`src/rtl/text_status_ctl_pkg.sv`:
```
// Shared constants and types for the status-text overlay controller.
// The optional LEVEL blink feature is enabled with the TEXT_BLINK_EN macro.
package text_status_pkg;

  localparam int unsigned FONT_W     = 8;
  localparam int unsigned FONT_H     = 16;
  localparam int unsigned FIELD_COLS = 16;
  localparam int unsigned PIPE_LAT   = 4;
  localparam int unsigned FIELD_W    = FONT_W * FIELD_COLS;

  typedef enum logic [1:0] {
    FLD_NONE  = 2'd0,
    FLD_LVL   = 2'd1,
    FLD_SCORE = 2'd2,
    FLD_LIVES = 2'd3
  } fld_sel_e;

  localparam logic [6:0] SPACE_CODE = 7'h20;

  // One pixel's worth of timing plus background colour, carried down the pipe.
  typedef struct packed {
    logic [10:0] hcount;
    logic [10:0] vcount;
    logic        hsync;
    logic        vsync;
    logic        hblnk;
    logic        vblnk;
    logic [11:0] rgb;
  } vid_t;

endpackage

```
`src/rtl/text_status_ctl_if.sv`:
```
// Text-ROM / font-ROM side of the status-text controller.
// master = controller, slave = ROM side.
interface text_status_ctl_if;

  logic [7:0]  char_xy_out;
  logic [1:0]  fld_sel_out;
  logic [6:0]  code_lvl_in;
  logic [6:0]  code_score_in;
  logic [6:0]  code_lives_in;
  logic [10:0] font_addr_out;
  logic [7:0]  font_pixels_in;

  modport master (
    output char_xy_out, fld_sel_out, font_addr_out,
    input  code_lvl_in, code_score_in, code_lives_in, font_pixels_in
  );

  modport slave (
    input  char_xy_out, fld_sel_out, font_addr_out,
    output code_lvl_in, code_score_in, code_lives_in, font_pixels_in
  );

endinterface

```
`src/rtl/text_status_ctl_field_decode.sv`:
```
// Region decode for one 16x1-character text field anchored at (X, Y).
// Outputs are zero whenever the pixel lies outside the field.
module text_field_decode
  import text_status_pkg::*;
#(
  parameter int unsigned X = 16,
  parameter int unsigned Y = 8
) (
  input  logic [10:0] hcount,
  input  logic [10:0] vcount,
  output logic        hit,
  output logic [3:0]  col,
  output logic [2:0]  xoff,
  output logic [3:0]  line
);

  localparam logic [10:0] XL = 11'(X);
  localparam logic [10:0] YL = 11'(Y);
  localparam logic [10:0] FW = 11'(FIELD_W);
  localparam logic [10:0] FH = 11'(FONT_H);

  logic [10:0] dx;
  logic [10:0] dy;

  always_comb begin
    dx   = hcount - XL;
    dy   = vcount - YL;
    hit  = (hcount >= XL) && (dx < FW) && (vcount >= YL) && (dy < FH);
    col  = '0;
    xoff = '0;
    line = '0;
    if (hit) begin
      col  = dx[6:3];
      xoff = dx[2:0];
      line = dy[3:0];
    end
  end

endmodule

```
`src/rtl/text_status_ctl.sv`:
```
// Four-stage status-text overlay (LEVEL/SCORE/LIVES) over the VGA stream.
// Define TEXT_BLINK_EN to enable frame-counter based blinking of the LEVEL field.
module text_status_ctl
  import text_status_pkg::*;
#(
  parameter int unsigned LVL_X      = 16,
  parameter int unsigned LVL_Y      = 8,
  parameter int unsigned SCORE_X    = 16,
  parameter int unsigned SCORE_Y    = 32,
  parameter int unsigned LIVES_X    = 16,
  parameter int unsigned LIVES_Y    = 56,
  parameter logic [11:0] TEXT_COLOR = 12'hFFF
) (
  input  logic               pclk,
  input  logic               rst_n,
  input  logic [10:0]        hcount_in,
  input  logic [10:0]        vcount_in,
  input  logic               hsync_in,
  input  logic               vsync_in,
  input  logic               hblnk_in,
  input  logic               vblnk_in,
  input  logic [11:0]        rgb_in,
  input  logic               lvl_blink_in,
  text_status_ctl_if.master  rom,
  output logic [10:0]        hcount_out,
  output logic [10:0]        vcount_out,
  output logic               hsync_out,
  output logic               vsync_out,
  output logic               hblnk_out,
  output logic               vblnk_out,
  output logic [11:0]        rgb_out
);

  logic       hit_lvl, hit_score, hit_lives;
  logic [3:0] col_lvl, col_score, col_lives;
  logic [2:0] xoff_lvl, xoff_score, xoff_lives;
  logic [3:0] line_lvl, line_score, line_lives;

  text_field_decode #(.X(LVL_X), .Y(LVL_Y)) u_dec_lvl (
    .hcount(hcount_in), .vcount(vcount_in),
    .hit(hit_lvl), .col(col_lvl), .xoff(xoff_lvl), .line(line_lvl)
  );

  text_field_decode #(.X(SCORE_X), .Y(SCORE_Y)) u_dec_score (
    .hcount(hcount_in), .vcount(vcount_in),
    .hit(hit_score), .col(col_score), .xoff(xoff_score), .line(line_score)
  );

  text_field_decode #(.X(LIVES_X), .Y(LIVES_Y)) u_dec_lives (
    .hcount(hcount_in), .vcount(vcount_in),
    .hit(hit_lives), .col(col_lives), .xoff(xoff_lives), .line(line_lives)
  );

  vid_t        vin;
  vid_t        vid1_q, vid1_d, vid2_q, vid2_d, vid3_q, vid3_d, vid4_q, vid4_d;
  fld_sel_e    fld1_q, fld1_d, fld2_q, fld2_d, fld3_q, fld3_d;
  logic [7:0]  char_xy_q, char_xy_d;
  logic [3:0]  line1_q, line1_d;
  logic [2:0]  xoff1_q, xoff1_d, xoff2_q, xoff2_d, xoff3_q, xoff3_d;
  logic [10:0] font_addr_q, font_addr_d;
  logic [6:0]  code;
  logic        lvl_ok;

`ifdef TEXT_BLINK_EN
  logic [5:0]  frame_cnt_q, frame_cnt_d;
  logic        vblnk_prev_q, vblnk_prev_d;

  always_comb begin
    frame_cnt_d  = frame_cnt_q;
    vblnk_prev_d = vblnk_in;
    if (vblnk_in && !vblnk_prev_q) frame_cnt_d = frame_cnt_q + 6'd1;
    lvl_ok = hit_lvl && !(lvl_blink_in && frame_cnt_q[5]);
  end

  always_ff @(posedge pclk or negedge rst_n) begin
    if (!rst_n) begin
      frame_cnt_q  <= '0;
      vblnk_prev_q <= 1'b0;
    end else begin
      frame_cnt_q  <= frame_cnt_d;
      vblnk_prev_q <= vblnk_prev_d;
    end
  end
`else
  logic unused_blink;
  assign unused_blink = lvl_blink_in;
  assign lvl_ok       = hit_lvl;
`endif

  always_comb begin
    vin.hcount = hcount_in;
    vin.vcount = vcount_in;
    vin.hsync  = hsync_in;
    vin.vsync  = vsync_in;
    vin.hblnk  = hblnk_in;
    vin.vblnk  = vblnk_in;
    vin.rgb    = rgb_in;

    // Stage 1: field select with LVL > SCORE > LIVES priority.
    fld1_d    = FLD_NONE;
    char_xy_d = '0;
    line1_d   = '0;
    xoff1_d   = '0;
    if (lvl_ok) begin
      fld1_d = FLD_LVL;   char_xy_d = {4'h0, col_lvl};   line1_d = line_lvl;   xoff1_d = xoff_lvl;
    end else if (hit_score) begin
      fld1_d = FLD_SCORE; char_xy_d = {4'h0, col_score}; line1_d = line_score; xoff1_d = xoff_score;
    end else if (hit_lives) begin
      fld1_d = FLD_LIVES; char_xy_d = {4'h0, col_lives}; line1_d = line_lives; xoff1_d = xoff_lives;
    end
    vid1_d = vin;

    // Stage 2: text-ROM code mux forms the font address.
    case (fld1_q)
      FLD_LVL:   code = rom.code_lvl_in;
      FLD_SCORE: code = rom.code_score_in;
      FLD_LIVES: code = rom.code_lives_in;
      default:   code = SPACE_CODE;
    endcase
    font_addr_d = {code, line1_q};
    fld2_d      = fld1_q;
    xoff2_d     = xoff1_q;
    vid2_d      = vid1_q;

    // Stage 3: wait out the synchronous font ROM read.
    fld3_d  = fld2_q;
    xoff3_d = xoff2_q;
    vid3_d  = vid2_q;

    // Stage 4: blanking beats glyph, glyph beats background.
    vid4_d = vid3_q;
    if (vid3_q.hblnk || vid3_q.vblnk)
      vid4_d.rgb = '0;
    else if (fld3_q != FLD_NONE && rom.font_pixels_in[3'd7 - xoff3_q])
      vid4_d.rgb = TEXT_COLOR;
  end

  always_ff @(posedge pclk or negedge rst_n) begin
    if (!rst_n) begin
      vid1_q      <= '0;
      vid2_q      <= '0;
      vid3_q      <= '0;
      vid4_q      <= '0;
      fld1_q      <= FLD_NONE;
      fld2_q      <= FLD_NONE;
      fld3_q      <= FLD_NONE;
      char_xy_q   <= '0;
      line1_q     <= '0;
      xoff1_q     <= '0;
      xoff2_q     <= '0;
      xoff3_q     <= '0;
      font_addr_q <= '0;
    end else begin
      vid1_q      <= vid1_d;
      vid2_q      <= vid2_d;
      vid3_q      <= vid3_d;
      vid4_q      <= vid4_d;
      fld1_q      <= fld1_d;
      fld2_q      <= fld2_d;
      fld3_q      <= fld3_d;
      char_xy_q   <= char_xy_d;
      line1_q     <= line1_d;
      xoff1_q     <= xoff1_d;
      xoff2_q     <= xoff2_d;
      xoff3_q     <= xoff3_d;
      font_addr_q <= font_addr_d;
    end
  end

  assign rom.char_xy_out   = char_xy_q;
  assign rom.fld_sel_out   = fld1_q;
  assign rom.font_addr_out = font_addr_q;

  assign hcount_out = vid4_q.hcount;
  assign vcount_out = vid4_q.vcount;
  assign hsync_out  = vid4_q.hsync;
  assign vsync_out  = vid4_q.vsync;
  assign hblnk_out  = vid4_q.hblnk;
  assign vblnk_out  = vid4_q.vblnk;
  assign rgb_out    = vid4_q.rgb;

endmodule

```
`src/flat_wrapper.sv`:
```
// flat-port wrapper written by rule: the top's interface ports become plain ports
module text_status_ctl_flat import text_status_pkg::*;
#(
  parameter int unsigned LVL_X      = 16,
  parameter int unsigned LVL_Y      = 8,
  parameter int unsigned SCORE_X    = 16,
  parameter int unsigned SCORE_Y    = 32,
  parameter int unsigned LIVES_X    = 16,
  parameter int unsigned LIVES_Y    = 56,
  parameter logic [11:0] TEXT_COLOR = 12'hFFF
)
  (pclk, rst_n, hcount_in, vcount_in, hsync_in, vsync_in, hblnk_in, vblnk_in, rgb_in, lvl_blink_in, hcount_out, vcount_out, hsync_out, vsync_out, hblnk_out, vblnk_out, rgb_out, rom_char_xy_out, rom_fld_sel_out, rom_font_addr_out, rom_code_lvl_in, rom_code_score_in, rom_code_lives_in, rom_font_pixels_in);
  text_status_ctl_if rom_i ();
  input  logic pclk;
  input  logic rst_n;
  input  logic [10:0] hcount_in;
  input  logic [10:0] vcount_in;
  input  logic hsync_in;
  input  logic vsync_in;
  input  logic hblnk_in;
  input  logic vblnk_in;
  input  logic [11:0] rgb_in;
  input  logic lvl_blink_in;
  output logic [10:0] hcount_out;
  output logic [10:0] vcount_out;
  output logic hsync_out;
  output logic vsync_out;
  output logic hblnk_out;
  output logic vblnk_out;
  output logic [11:0] rgb_out;
  output wire logic [$bits(rom_i.char_xy_out)-1:0] rom_char_xy_out;
  output wire logic [$bits(rom_i.fld_sel_out)-1:0] rom_fld_sel_out;
  output wire logic [$bits(rom_i.font_addr_out)-1:0] rom_font_addr_out;
  input wire logic [$bits(rom_i.code_lvl_in)-1:0] rom_code_lvl_in;
  input wire logic [$bits(rom_i.code_score_in)-1:0] rom_code_score_in;
  input wire logic [$bits(rom_i.code_lives_in)-1:0] rom_code_lives_in;
  input wire logic [$bits(rom_i.font_pixels_in)-1:0] rom_font_pixels_in;
  assign rom_char_xy_out = rom_i.char_xy_out;
  assign rom_fld_sel_out = rom_i.fld_sel_out;
  assign rom_font_addr_out = rom_i.font_addr_out;
  assign rom_i.code_lvl_in = rom_code_lvl_in;
  assign rom_i.code_score_in = rom_code_score_in;
  assign rom_i.code_lives_in = rom_code_lives_in;
  assign rom_i.font_pixels_in = rom_font_pixels_in;
  text_status_ctl #(.LVL_X(LVL_X), .LVL_Y(LVL_Y), .SCORE_X(SCORE_X), .SCORE_Y(SCORE_Y), .LIVES_X(LIVES_X), .LIVES_Y(LIVES_Y), .TEXT_COLOR(TEXT_COLOR)) u_core (.pclk(pclk), .rst_n(rst_n), .hcount_in(hcount_in), .vcount_in(vcount_in), .hsync_in(hsync_in), .vsync_in(vsync_in), .hblnk_in(hblnk_in), .vblnk_in(vblnk_in), .rgb_in(rgb_in), .lvl_blink_in(lvl_blink_in), .rom(rom_i), .hcount_out(hcount_out), .vcount_out(vcount_out), .hsync_out(hsync_out), .vsync_out(vsync_out), .hblnk_out(hblnk_out), .vblnk_out(vblnk_out), .rgb_out(rgb_out));
endmodule
```
`config.mk`:
```
export PLATFORM = sky130hd
export DESIGN_NAME = text_status_ctl_flat
export DESIGN_NICKNAME = d
export VERILOG_FILES = /design/src/rtl/text_status_ctl_pkg.sv /design/src/rtl/text_status_ctl_if.sv /design/src/rtl/text_status_ctl_field_decode.sv /design/src/rtl/text_status_ctl.sv /design/src/flat_wrapper.sv
export SDC_FILE = /design/constraint.sdc
export NUM_CORES = 1
export LEC_CHECK = 0
export ABC_CLOCK_PERIOD_IN_PS = 1500
export BUFFER_PORTS_ARGS = -buffer_cell sky130_fd_sc_hd__buf_2
export CAP_MARGIN = 20
export CELL_PAD_IN_SITES_DETAIL_PLACEMENT = 1
export CELL_PAD_IN_SITES_GLOBAL_PLACEMENT = 2
export CORE_ASPECT_RATIO = 1.25
export CORE_MARGIN = 5
export CORE_UTILIZATION = 34
export DETAILED_ROUTE_END_ITERATION = 7
export PLACE_DENSITY_LB_ADDON = 0.3
export SLEW_MARGIN = 20
export SYNTH_ARGS = -nofsm -noshare
export SYNTH_HDL_FRONTEND = slang
export SYNTH_SLANG_ARGS = --single-unit
```
`constraint.sdc`:
```
create_clock -name pclk -period 1.5 [get_ports pclk]
set_input_delay 0.3 -clock pclk [delete_from_list [all_inputs] [get_ports pclk]]
set_output_delay 0.3 -clock pclk [all_outputs]
set_load 0.01 [all_outputs]
```
==> flow_summary.toml <==
[status]
run_status = "finished with violations"
failed_checks = "setup timing"

[grt]
antenna_violations_before_repair = 1
grt_util_all_layers = 0.119
global_route.overflow_total = 0
grt_first_pass_wirelength_um = 16600
number_of_global_route_vias_before_repair = 3277
pin_count_of_the_biggest_net_entering_global_routing = 44

[die]
fp.dieW_um = 123
design.die.area_um2 = 18500
area_of_the_placeable_core_um2 = 15600
fp-row-count = 51
design.portCount = 129
die_h_um = 151
initial_core_util = 0.347

[critical_path]
crit_type = "flop to flop"
worst_reg_to_reg_cells = 5
cp.required_ns = 1.80
worstSetupStartpointType = "flop"
critPathMaxFanout = 12
worst_ep_arrival_time_ns = 1.81
crit_end = "u_core.rgb_out[6]$_DFF_PN0_"
worst_setup_path_startpoint = "u_core.xoff3_q[1]$_DFF_PN0_"
crit-reg2reg-launch = "u_core.xoff3_q[1]$_DFF_PN0_"
worst_r2r_endpoint = "u_core.rgb_out[6]$_DFF_PN0_"
timing.critical_path.to_type = "flop"
setup.reg_to_reg.worst_slack_ns = -0.008

[sta]
fin_crit_sh = 1.01
final-setup-viol-count = 3
grt_setup_unrepaired = "yes"
final.min_clock_period_ns = 1.51
timing.final.max_slew_violations = 0
finalClockSkew_ns = 0.00513
maxClockFrequency_mhz = 663
final.hold.worst_slack_ns = 0.0514
postLayoutSetupSlackWorst_ns = -0.00847
finalHoldViolCount = 0

[power]
pwr_density_cell_nw_per_um2 = 1360
power.sequential.fraction = 0.515
leakage_uw = 0.00361
internal_power_uw = 8010
p_switching_uw = 2220
worst_supply_voltage_drop_on_vdd_mv = 0.720
comb_power_share = 0.051
design_power_total_uw = 10200
sw_frac_of_total = 0.217
clock_power_share = 0.434

[layout]
filler_cell_count = 1572
fraction_of_layout_instances_using_a_drive_strength_above_1 = 0.440
mostFrequentLayoutCell = "sky130_fd_sc_hd__dfrtp_1"
insertedDiodeCount = 0
fin_cells = 698
design.final.nets = 546
finish.utilization = 0.481
most-common-layout-cells = "sky130_fd_sc_hd__dfrtp_1 (184), sky130_fd_sc_hd__buf_2 (122), sky130_fd_sc_hd__dlygate4sd3_1 (29)"
multi_input_comb_area_um2 = 746
area.sequential_um2 = 4660
synthToLayoutAreaGrowth_pct = 38.9

[clock_network]
cts-root-buf = "sky130_fd_sc_hd__clkbuf_16"
tritoncts = "done"
cts_htree_levels = 4
worst_skew_pair.late_latency_ns = 0.41
clock_path_buffers = 2
cts_inserted_buffers = 17
clock-sinks = 186
cts.clk_slew.worst_paths_ns = 0.07

[detailed_routing]
routed-via-count = 2830
drc = 0
drt_pre_antenna_iters = 4
number_of_violations_reported_at_the_end_of_detailed_routing_iteration_0 = 95
avgViaCountPerCell = 4.05
antenna_violating_nets_post_route = 0
post_drt_wl_per_cell_um = 14.6
route.final.wire_length_um = 10200

[placed_design]
place.detailed.instances = 634
numPortBuffers = 123
routabilityCongestion = 0.733
detailed_place_hpwl_um = 7140

[synthesis]
ys_warn_count = 0
synth_cells = 280
syn_avg_cell_area_um2 = 19.3
synthDistinctLibCells = 38
syn_area_um2 = 5400
ys_ff_latch = 186
yosysSeqAreaShare = 0.863

[min_path]
worstHoldPathType = "primary input to flop"

[flow_run]
max-cap-violations = 0
## how the worst min path moves through the flow
stage | startpoint | to | slack, ns | depth (start not counted)
floorplan | rst_n | u_core.fld2_q[0]$_DFF_PN0_ | 0.004 | 0
global placement | rst_n | u_core.rgb_out[4]$_DFF_PN0_ | 0.24 | 1
detailed placement | rst_n | u_core.rgb_out[4]$_DFF_PN0_ | 0.24 | 1
CTS | vcount_in[9] | u_core.vid1_q[25]$_DFF_PN0_ | 0.02 | 1
global route | vcount_in[9] | u_core.vid1_q[25]$_DFF_PN0_ | 0.04 | 1
finish | vcount_in[9] | u_core.vid1_q[25]$_DFF_PN0_ | 0.05 | 1
## flip-flops by register name (all words and copies together), names as in the netlist
| name | flops |
|---|---|
| u_core.vid3_q | 38 |
| u_core.hblnk_out | 1 |
| u_core.fld3_q | 2 |
| u_core.xoff2_q | 3 |
| u_core.rom.fld_sel_out | 2 |
| u_core.fld2_q | 2 |
| u_core.rom.font_addr_out | 11 |
| u_core.vcount_out | 11 |
| u_core.line1_q | 4 |
| u_core.hsync_out | 1 |
| u_core.vid2_q | 38 |
| u_core.xoff1_q | 3 |
| u_core.xoff3_q | 3 |
| u_core.vsync_out | 1 |
| u_core.vid1_q | 38 |
| u_core.rgb_out | 12 |
| u_core.vblnk_out | 1 |
| u_core.hcount_out | 11 |
| u_core.rom.char_xy_out | 4 |
## power groups by stage
stage	Clock, uW	Combinational, uW	Sequential, uW
6_report	4440	518	5270
5_1_grt	4820	580	5290
4_1_cts	4610	533	5280
3_5_place_dp	0	471	5370
3_3_place_gp	0	457	5360
2_1_floorplan	0	101	5380
## critical path, cell delays in order, from the launching register on
cell and delay, ns:
sky130_fd_sc_hd__dfrtp_1 0.38, sky130_fd_sc_hd__mux4_2 0.51, sky130_fd_sc_hd__nor2_2 0.11, sky130_fd_sc_hd__a311oi_2 0.05, sky130_fd_sc_hd__buf_6 0.17, sky130_fd_sc_hd__o21a_1 0.17
## metal layers
| metal | routed length, um | vias up | GRT usage |
|---|---|---|---|
| met1 | 3920 | 1418 | 0.134 |
| met2 | 5380 | 96 | 0.202 |
| met3 | 682 | 15 | 0.0400 |
| met5 | 13 | - | 0 |
| met4 | 204 | 2 | 0.0588 |
| li1 | - | 1299 | - |
## cells in the mapped netlist
cell type,number,area share
sky130_fd_sc_hd__a21oi_1,1,0.00093
sky130_fd_sc_hd__a21oi_4,1,0.0030
sky130_fd_sc_hd__a22o_1,6,0.0097
sky130_fd_sc_hd__a22oi_1,1,0.0014
sky130_fd_sc_hd__a311oi_2,1,0.0028
sky130_fd_sc_hd__buf_4,5,0.0070
sky130_fd_sc_hd__clkbuf_1,4,0.0028
sky130_fd_sc_hd__conb_1,1,0.00070
sky130_fd_sc_hd__dfrtp_1,186,0.86
sky130_fd_sc_hd__ha_1,3,0.0070
sky130_fd_sc_hd__inv_1,5,0.0035
sky130_fd_sc_hd__mux2_2,6,0.013
sky130_fd_sc_hd__mux2i_1,4,0.0074
sky130_fd_sc_hd__mux4_2,1,0.0042
sky130_fd_sc_hd__nand2_1,1,0.00070
sky130_fd_sc_hd__nand3_1,1,0.00093
sky130_fd_sc_hd__nand3_2,1,0.0019
sky130_fd_sc_hd__nand3b_1,1,0.0014
sky130_fd_sc_hd__nand4_1,1,0.0012
sky130_fd_sc_hd__nand4b_2,1,0.0028
sky130_fd_sc_hd__nor2_1,7,0.0049
sky130_fd_sc_hd__nor2_2,1,0.0012
sky130_fd_sc_hd__nor2b_1,6,0.0070
sky130_fd_sc_hd__nor2b_2,2,0.0032
sky130_fd_sc_hd__nor3_1,1,0.00093
sky130_fd_sc_hd__nor3_2,2,0.0037
sky130_fd_sc_hd__nor3b_1,4,0.0056
sky130_fd_sc_hd__nor4b_2,1,0.0028
sky130_fd_sc_hd__o21a_1,12,0.017
sky130_fd_sc_hd__o21ai_0,1,0.00093
sky130_fd_sc_hd__o21ai_2,1,0.0016
sky130_fd_sc_hd__o31ai_1,3,0.0042
sky130_fd_sc_hd__or3_1,1,0.0012
sky130_fd_sc_hd__or4_1,1,0.0014
sky130_fd_sc_hd__or4_4,1,0.0021
sky130_fd_sc_hd__or4b_1,1,0.0019
sky130_fd_sc_hd__xnor2_1,2,0.0032
sky130_fd_sc_hd__xor2_1,2,0.0032
## cells by family (layout without fill, tap and decap cells)
group           count (synthesis)  in the layout  synth area share
buf+inv                        14            217            0.0132
xor+xnor                        4              4           0.00649
fa+ha+maj                       3              3           0.00696
other cells                     1              4          0.000695
simple gates                   34             34            0.0445
flops                         186            186             0.863
mux                            11             11            0.0241
compound gates                 27             27            0.0413
## per-stage QoR
stage | area, um^2 | setup slack [ns] | setup TNS [ns]
6_report | 7490 | -0.00847 | -0.0130
5_1_grt | 7490 | -0.106 | -1.12
4_1_cts | 7450 | -0.0407 | -0.336
3_5_place_dp | 6560 | -0.421 | -5.50
3_3_place_gp | 6560 | -0.292 | -4.09
2_1_floorplan | 5480 | -0.0272 | -0.259
## what timing repair did
item                                   4_1_cts  5_1_grt
hold buffers                                29        0
pin swaps                                    0        3
gates resized for setup                      3        2
setup endpoints to repair                   13       24
buffers inserted                             0        3
endpoints found under the hold margin       57        0
## area by class of cell
| type | instances | area share |
|---|---|---|
| Multi-Input combinational cell | 83 | 0.0995 |
| Sequential cell | 186 | 0.621 |
| Tap cell | 212 | 0.0354 |
| Clock buffer | 18 | 0.0586 |
| Inverter | 5 | 0.00484 |
| Clock inverter | 14 | 0.0214 |
| Timing Repair Buffer | 180 | 0.159 |
No activity file was read; power rests on OpenSTA's default activity.
